File: src/rtl/tt6581_pkg.sv
// rtl/tt6581_pkg.sv - shared FSM state type and command byte layout for spi_reg_bridge
package tt6581_pkg;

    typedef enum logic [1:0] {
        ST_IDLE = 2'd0,
        ST_CMD  = 2'd1,
        ST_DATA = 2'd2
    } state_t;

    localparam int CMD_WR_BIT = 7;
    localparam int CMD_AI_BIT = 6;
    localparam int CMD_LEN    = 8;

endpackage

File: src/rtl/sync_2ff.sv
// rtl/sync_2ff.sv - two-flop synchroniser with selectable reset value
module sync_2ff #(
    parameter logic RESET_VAL = 1'b0
) (
    input  logic i_clk,
    input  logic i_rst_n,
    input  logic i_d,
    output logic o_q
);

    logic r_meta;
    logic r_sync;

    always_ff @(posedge i_clk or negedge i_rst_n) begin
        if (!i_rst_n) begin
            r_meta <= RESET_VAL;
            r_sync <= RESET_VAL;
        end else begin
            r_meta <= i_d;
            r_sync <= r_meta;
        end
    end

    assign o_q = r_sync;

endmodule

File: src/rtl/spi_reg_bridge.sv
// rtl/spi_reg_bridge.sv - SPI mode-0 slave giving burst read/write access to a flat register file
module spi_reg_bridge
    import tt6581_pkg::*;
#(
    parameter int ADDR_W   = 5,
    parameter int DATA_W   = 8,
    parameter int NUM_REGS = 25
) (
    input  logic                         clk_i,
    input  logic                         rst_ni,
    input  logic                         sclk_i,
    input  logic                         cs_i,
    input  logic                         mosi_i,
    output logic                         miso_o,
    output logic [NUM_REGS*DATA_W-1:0]   regs_o,
    output logic [NUM_REGS-1:0]          wr_stb_o,
    output logic                         busy_o
);

    localparam int CNT_W = 5;

    logic                w_sclk_s, w_cs_s, w_mosi_s;
    logic                r_sclk_q, r_cs_q;
    logic [1:0]          r_settle;
    logic                r_armed;
    state_t              r_state, w_state_nxt;
    logic [CNT_W-1:0]    r_bit_cnt;
    logic [DATA_W-2:0]   r_shift;
    logic [DATA_W-1:0]   r_tx;
    logic                r_wr, r_ai, r_reload;
    logic [ADDR_W-1:0]   r_addr;
    logic [NUM_REGS-1:0] r_wr_stb;
    logic [DATA_W-1:0]   r_regs [NUM_REGS];

    sync_2ff #(.RESET_VAL(1'b0)) u_sync_sclk (.i_clk(clk_i), .i_rst_n(rst_ni), .i_d(sclk_i), .o_q(w_sclk_s));
    sync_2ff #(.RESET_VAL(1'b1)) u_sync_cs   (.i_clk(clk_i), .i_rst_n(rst_ni), .i_d(cs_i),   .o_q(w_cs_s));
    sync_2ff #(.RESET_VAL(1'b0)) u_sync_mosi (.i_clk(clk_i), .i_rst_n(rst_ni), .i_d(mosi_i), .o_q(w_mosi_s));

    logic                w_sclk_rise, w_sclk_fall, w_cs_fall, w_cs_rise;
    logic                w_cmd_last, w_word_last, w_addr_ok;
    logic [DATA_W-1:0]   w_rx_word;
    logic [ADDR_W-1:0]   w_addr_nxt;

    function automatic logic [DATA_W-1:0] rd_word(input logic [ADDR_W-1:0] a);
        if ({1'b0, a} < (ADDR_W+1)'(NUM_REGS)) return r_regs[a];
        return '0;
    endfunction

    // A cs fall only counts once cs has been seen high after reset, so a
    // bus left selected across reset cannot start a transaction.
    assign w_sclk_rise = w_sclk_s & ~r_sclk_q;
    assign w_sclk_fall = ~w_sclk_s & r_sclk_q;
    assign w_cs_fall   = r_armed & r_cs_q & ~w_cs_s;
    assign w_cs_rise   = ~r_cs_q & w_cs_s;
    assign w_rx_word   = {r_shift, w_mosi_s};
    assign w_cmd_last  = (r_state == ST_CMD) && w_sclk_rise && (r_bit_cnt == CNT_W'(CMD_LEN - 1));
    assign w_word_last = (r_state == ST_DATA) && w_sclk_rise && (r_bit_cnt == CNT_W'(DATA_W - 1));
    assign w_addr_ok   = ({1'b0, r_addr} < (ADDR_W+1)'(NUM_REGS));
    assign w_addr_nxt  = (r_addr == ADDR_W'(NUM_REGS - 1)) ? '0 : r_addr + ADDR_W'(1);

    always_ff @(posedge clk_i or negedge rst_ni) begin
        if (!rst_ni) r_state <= ST_IDLE;
        else         r_state <= w_state_nxt;
    end

    always_comb begin
        w_state_nxt = r_state;
        unique case (r_state)
            ST_IDLE: if (w_cs_fall) w_state_nxt = ST_CMD;
            ST_CMD: begin
                if (w_cs_rise)       w_state_nxt = ST_IDLE;
                else if (w_cmd_last) w_state_nxt = ST_DATA;
            end
            ST_DATA: if (w_cs_rise) w_state_nxt = ST_IDLE;
            default: w_state_nxt = ST_IDLE;
        endcase
    end

    always_ff @(posedge clk_i or negedge rst_ni) begin
        if (!rst_ni) begin
            r_sclk_q  <= 1'b0;
            r_cs_q    <= 1'b1;
            r_settle  <= '0;
            r_armed   <= 1'b0;
            r_bit_cnt <= '0;
            r_shift   <= '0;
            r_tx      <= '0;
            r_wr      <= 1'b0;
            r_ai      <= 1'b0;
            r_reload  <= 1'b0;
            r_addr    <= '0;
            r_wr_stb  <= '0;
            for (int k = 0; k < NUM_REGS; k++) r_regs[k] <= '0;
        end else begin
            r_sclk_q <= w_sclk_s;
            r_cs_q   <= w_cs_s;
            r_wr_stb <= '0;
            if (r_settle != 2'd2) r_settle <= r_settle + 2'd1;
            else if (w_cs_s)      r_armed  <= 1'b1;

            unique case (r_state)
                ST_CMD: begin
                    if (w_sclk_rise) begin
                        r_shift <= w_rx_word[DATA_W-2:0];
                        if (w_cmd_last) begin
                            r_bit_cnt <= '0;
                            r_wr      <= w_rx_word[CMD_WR_BIT];
                            r_ai      <= w_rx_word[CMD_AI_BIT];
                            r_addr    <= w_rx_word[ADDR_W-1:0];
                            r_tx      <= rd_word(w_rx_word[ADDR_W-1:0]);
                        end else begin
                            r_bit_cnt <= r_bit_cnt + CNT_W'(1);
                        end
                    end
                end
                ST_DATA: begin
                    if (w_sclk_rise) begin
                        r_shift <= w_rx_word[DATA_W-2:0];
                        if (w_word_last) begin
                            r_bit_cnt <= '0;
                            r_reload  <= 1'b1;
                            if (r_ai) r_addr <= w_addr_nxt;
                            if (r_wr && w_addr_ok) begin
                                r_regs[r_addr]   <= w_rx_word;
                                r_wr_stb[r_addr] <= 1'b1;
                            end
                        end else begin
                            r_bit_cnt <= r_bit_cnt + CNT_W'(1);
                        end
                    end else if (w_sclk_fall) begin
                        // Next word is fetched on the fall after a boundary so miso only moves on falls.
                        if (r_reload) begin
                            r_tx     <= rd_word(r_addr);
                            r_reload <= 1'b0;
                        end else if (r_bit_cnt != '0) begin
                            r_tx <= r_tx << 1;
                        end
                    end
                end
                default: begin
                    r_bit_cnt <= '0;
                    r_reload  <= 1'b0;
                end
            endcase
        end
    end

    for (genvar k = 0; k < NUM_REGS; k++) begin : g_regs
        assign regs_o[k*DATA_W +: DATA_W] = r_regs[k];
    end

    assign wr_stb_o = r_wr_stb;
    assign busy_o   = (r_state != ST_IDLE);
    assign miso_o   = (r_state == ST_DATA) && !r_wr && r_tx[DATA_W-1];

endmodule

File: config.mk
export PLATFORM = sky130hd
export DESIGN_NAME = spi_reg_bridge
export DESIGN_NICKNAME = d
export VERILOG_FILES = /design/src/rtl/tt6581_pkg.sv /design/src/rtl/sync_2ff.sv /design/src/rtl/spi_reg_bridge.sv
export SDC_FILE = /design/constraint.sdc
export NUM_CORES = 1
export LEC_CHECK = 0
export ABC_CLOCK_PERIOD_IN_PS = 2900
export CORE_MARGIN = 4
export CORE_UTILIZATION = 50
export DETAILED_ROUTE_END_ITERATION = 12
export PLACE_DENSITY = 0.76
export SLEW_MARGIN = 25
export SYNTH_ARGS = -nofsm -noshare
export SYNTH_HDL_FRONTEND = slang
export SYNTH_HIERARCHICAL = 1
export SYNTH_SLANG_ARGS = --single-unit
File: constraint.sdc
create_clock -name clk_i -period 2.9 [get_ports clk_i]
set_input_delay 0.58 -clock clk_i [delete_from_list [all_inputs] [get_ports clk_i]]
set_output_delay 0.58 -clock clk_i [all_outputs]
set_load 0.005 [all_outputs]
==> flow_summary.toml <==
[detailed_routing]
avgViaCountPerCell = 6.29
post-route-drc-count = 0
routed_wl_um = 45400
wire_per_inst_um = 27.5
drtIter0Drc = 997
ant_nets = 0
drtPass1Iterations = 5
num_vias = 10381

[final_layout]
drive_above_1_share = 0.309
post-route-util = 0.652
antennaDiodeCount = 0
nNetsFinal = 1303
area_growth_pct = 28.0

[yosys]
ys_ff_latch = 266
synthAdderAreaFrac = 0.0109
syn_nets = 1061
postSynthAreaPerCell_sq_um = 13.2
synth_compound_area_frac = 0.0598
yosys.area_share.simple = 0.0756
yosys_warnings = 6
ys_async_sr_fraction = 1.00
synth_area_leaders = "dfrtp_1 (48%), mux2_2 (15%), mux4_2 (12%), mux2i_1 (4.5%), mux2_1 (2.0%)"
yosys.area_share.xor_xnor = 0.000636
synth.mux.area_fraction = 0.338
synth_top_area_frac = 0.478
yosys.area.top_type = "dfrtp_1"
synth_top_family_by_area = "multiplexers"
synth-edff-count = 0
ys_seq_area_frac = 0.484
synth_cells = 1044
netlist_area_sq_um = 13800
synth_cell_types = 60
synthFlopType = "dfrtp_1"

[sta]
finalSetupTns_ns = 0
max_freq_mhz = 359
tightestPinTransition_ns = 0.983
fin_skew_ns = 0.0143
period_share = 0.959
finalSetupViolCount = 0
post-route-min-period_ns = 2.78
drv_slew = 0
hold_viol = 0
holdWs_ns = 0.347
setup_ws_ns = 0.118
rsz0062_at_grt = "no"
slew_headroom = 0.345

[critical_path]
cp.required_ns = 2.32
crit_type = "flip-flop to output port"
crit_family = "buffers and inverters"
crit_start = "r_state[0]$_DFFE_PN0P_"
crit_buf_inv = 2
worstReg2RegStart = "u_sync_mosi/o_q$_DFF_PN0_"
slowest_delay_ns = 0.52
crit_chain = "inv_1 -> ha_1 -> nand2_1 -> nor2_1 -> clkdlybuf4s50_1"
end_kind = "output port"
start_kind = "flip-flop"
critPathArrivalTime_ns = 2.20
slowest_stage = "clkdlybuf4s50_1"
worstPathMaxFanout = 11

[global_routing]
grt_max_degree = 64
grt_pass1_vias = 10727
grt_overflow_total = 0
grtUsageTotal = 0.296
grt_first_pass_wirelength_um = 69000
antenna_found_initial = 0

[clock_tree]
cts_made_buffers = 29
post_cts_resized = 0
htree_num_levels = 1
cts_sinks = 266
cts_setup_buffers = 0
clk_pin_slew_worst_paths_ns = 0.06
insertion_delay_ns = 0.56
cts_buffer_depth = 3
tritoncts = "yes"
clockRootBuffer = "clkbuf_16"
cts_hold_buffers = 1

[floorplanning]
fp.dieW_um = 174
start_util = 0.509
dieArea_sq_um = 30200
die_y_um = 174
core_area_sq_um = 27000
io_pins = 232
rows = 60

[min_path]
hp-start = "u_sync_mosi/r_meta$_DFF_PN0_"
hold_class = "flip-flop to flip-flop"

[run_status]
status = "complete, no violations"

[placed_design]
place_ws_ns = 0.374
gp_congestion = 0.952
numPortBuffers = 231
dp.final_hpwl_um = 32500

[pwr]
p_leak_nw = 7.69
powerDensity_nw_per_um2 = 560
power_mw = 9.87
ir_drop_mv = 0.552

[flow_run]
drv_cap = 0
==> logic make-up after synthesis <==
| group | count (synthesis) |
|---|---|
| flops | 266 |
| xor+xnor | 1 |
| mux | 347 |
| fa+ha+maj | 12 |
| compound gates | 120 |
| buf+inv | 94 |
| simple gates | 204 |
==> placed cells by master (no fill, tap or decap), drive strengths merged, types with 22 or more instances in the layout <==
cell type	synthesis	routed
dfrtp	263	263
clkdlybuf4s50	0	230
mux2	212	212
nand2	75	75
mux4	73	73
nor2	64	64
mux2i	62	62
buf	36	53
clkbuf	37	37
a22oi	25	25
a21oi	23	23
inv	20	22
==> cell usage after synthesis (9+ instances only) <==
| master | n |
|---|---|
| mux4_2 | 73 |
| ha_1 | 12 |
| nand3_1 | 17 |
| inv_1 | 20 |
| buf_2 | 14 |
| mux2_1 | 25 |
| clkbuf_1 | 37 |
| o22ai_1 | 9 |
| a22oi_1 | 25 |
| nor2_1 | 59 |
| o21ai_0 | 18 |
| a21oi_1 | 23 |
| mux2i_1 | 62 |
| buf_1 | 10 |
| dfrtp_1 | 263 |
| mux2_2 | 187 |
| nand2_1 | 51 |
| nand2_2 | 24 |
==> registers in the layout, summed over array words and instances (netlist names), 2 cells and up <==
name       flops
r_settle       2
r_shift        7
r_tx           8
r_state        2
wr_stb_o      25
r_addr         5
r_bit_cnt      5
regs_o       200
==> per-stage QoR <==
step,std cells,instance area (sq um)
finish,1650,17600
global route,1650,17600
CTS,1650,17600
detailed placement,1595,16600
global placement,1595,16600
floorplan,1044,13800
==> worst paths after layout <==
kind	end	depth (start not counted)	slack (ns)
max in group asynchronous	r_reload$_DFFE_PN0P_	3	1.52
max	miso_o	5	0.12
min in group asynchronous	r_settle[0]$_DFFE_PN0P_	2	0.57
max reg2reg	r_tx[4]$_DFFE_PN0P_	6	0.28
min reg2reg	u_sync_mosi/o_q$_DFF_PN0_	0	0.35
min	u_sync_mosi/o_q$_DFF_PN0_	0	0.35
==> metal layers <==
layer | GRT usage | vias to the layer above | share of wire
met1 | 0.420 | 5407 | 0.42
met4 | 0.107 | 0 | 0.041
li1 | - | 4377 | -
met5 | 0 | - | 0
met3 | 0.0542 | 101 | 0.074
met2 | 0.461 | 496 | 0.47
==> cell type report <==
type	instances	area, sq um
fillers	2043	9410
clock inverters	17	190
well taps	341	427
clock buffers	37	786
repair buffers	284	2790
flip-flops and latches	266	6670
inverters	21	78.8
multi-input cells	684	6680
==> report_power, final <==
| part | total [mW] | internal (mW) | leakage, nW | switching (mW) |
|---|---|---|---|---|
| logic | 1.97 | 0.735 | 3.58 | 1.23 |
| registers | 4.13 | 3.84 | 3.66 | 0.299 |
| clock network | 3.77 | 2.20 | 0.461 | 1.57 |
| total | 9.87 | 6.77 | 7.69 | 3.11 |
==> worst reg2reg max path, delay by kind of cell (launching register included) <==
family,cells,cell delay (ns)
buf+inv,1,0.29
compound gates,4,1.24
simple gates,1,0.32
flops,1,0.69
Note: power is estimated with default switching activity, not from simulation.
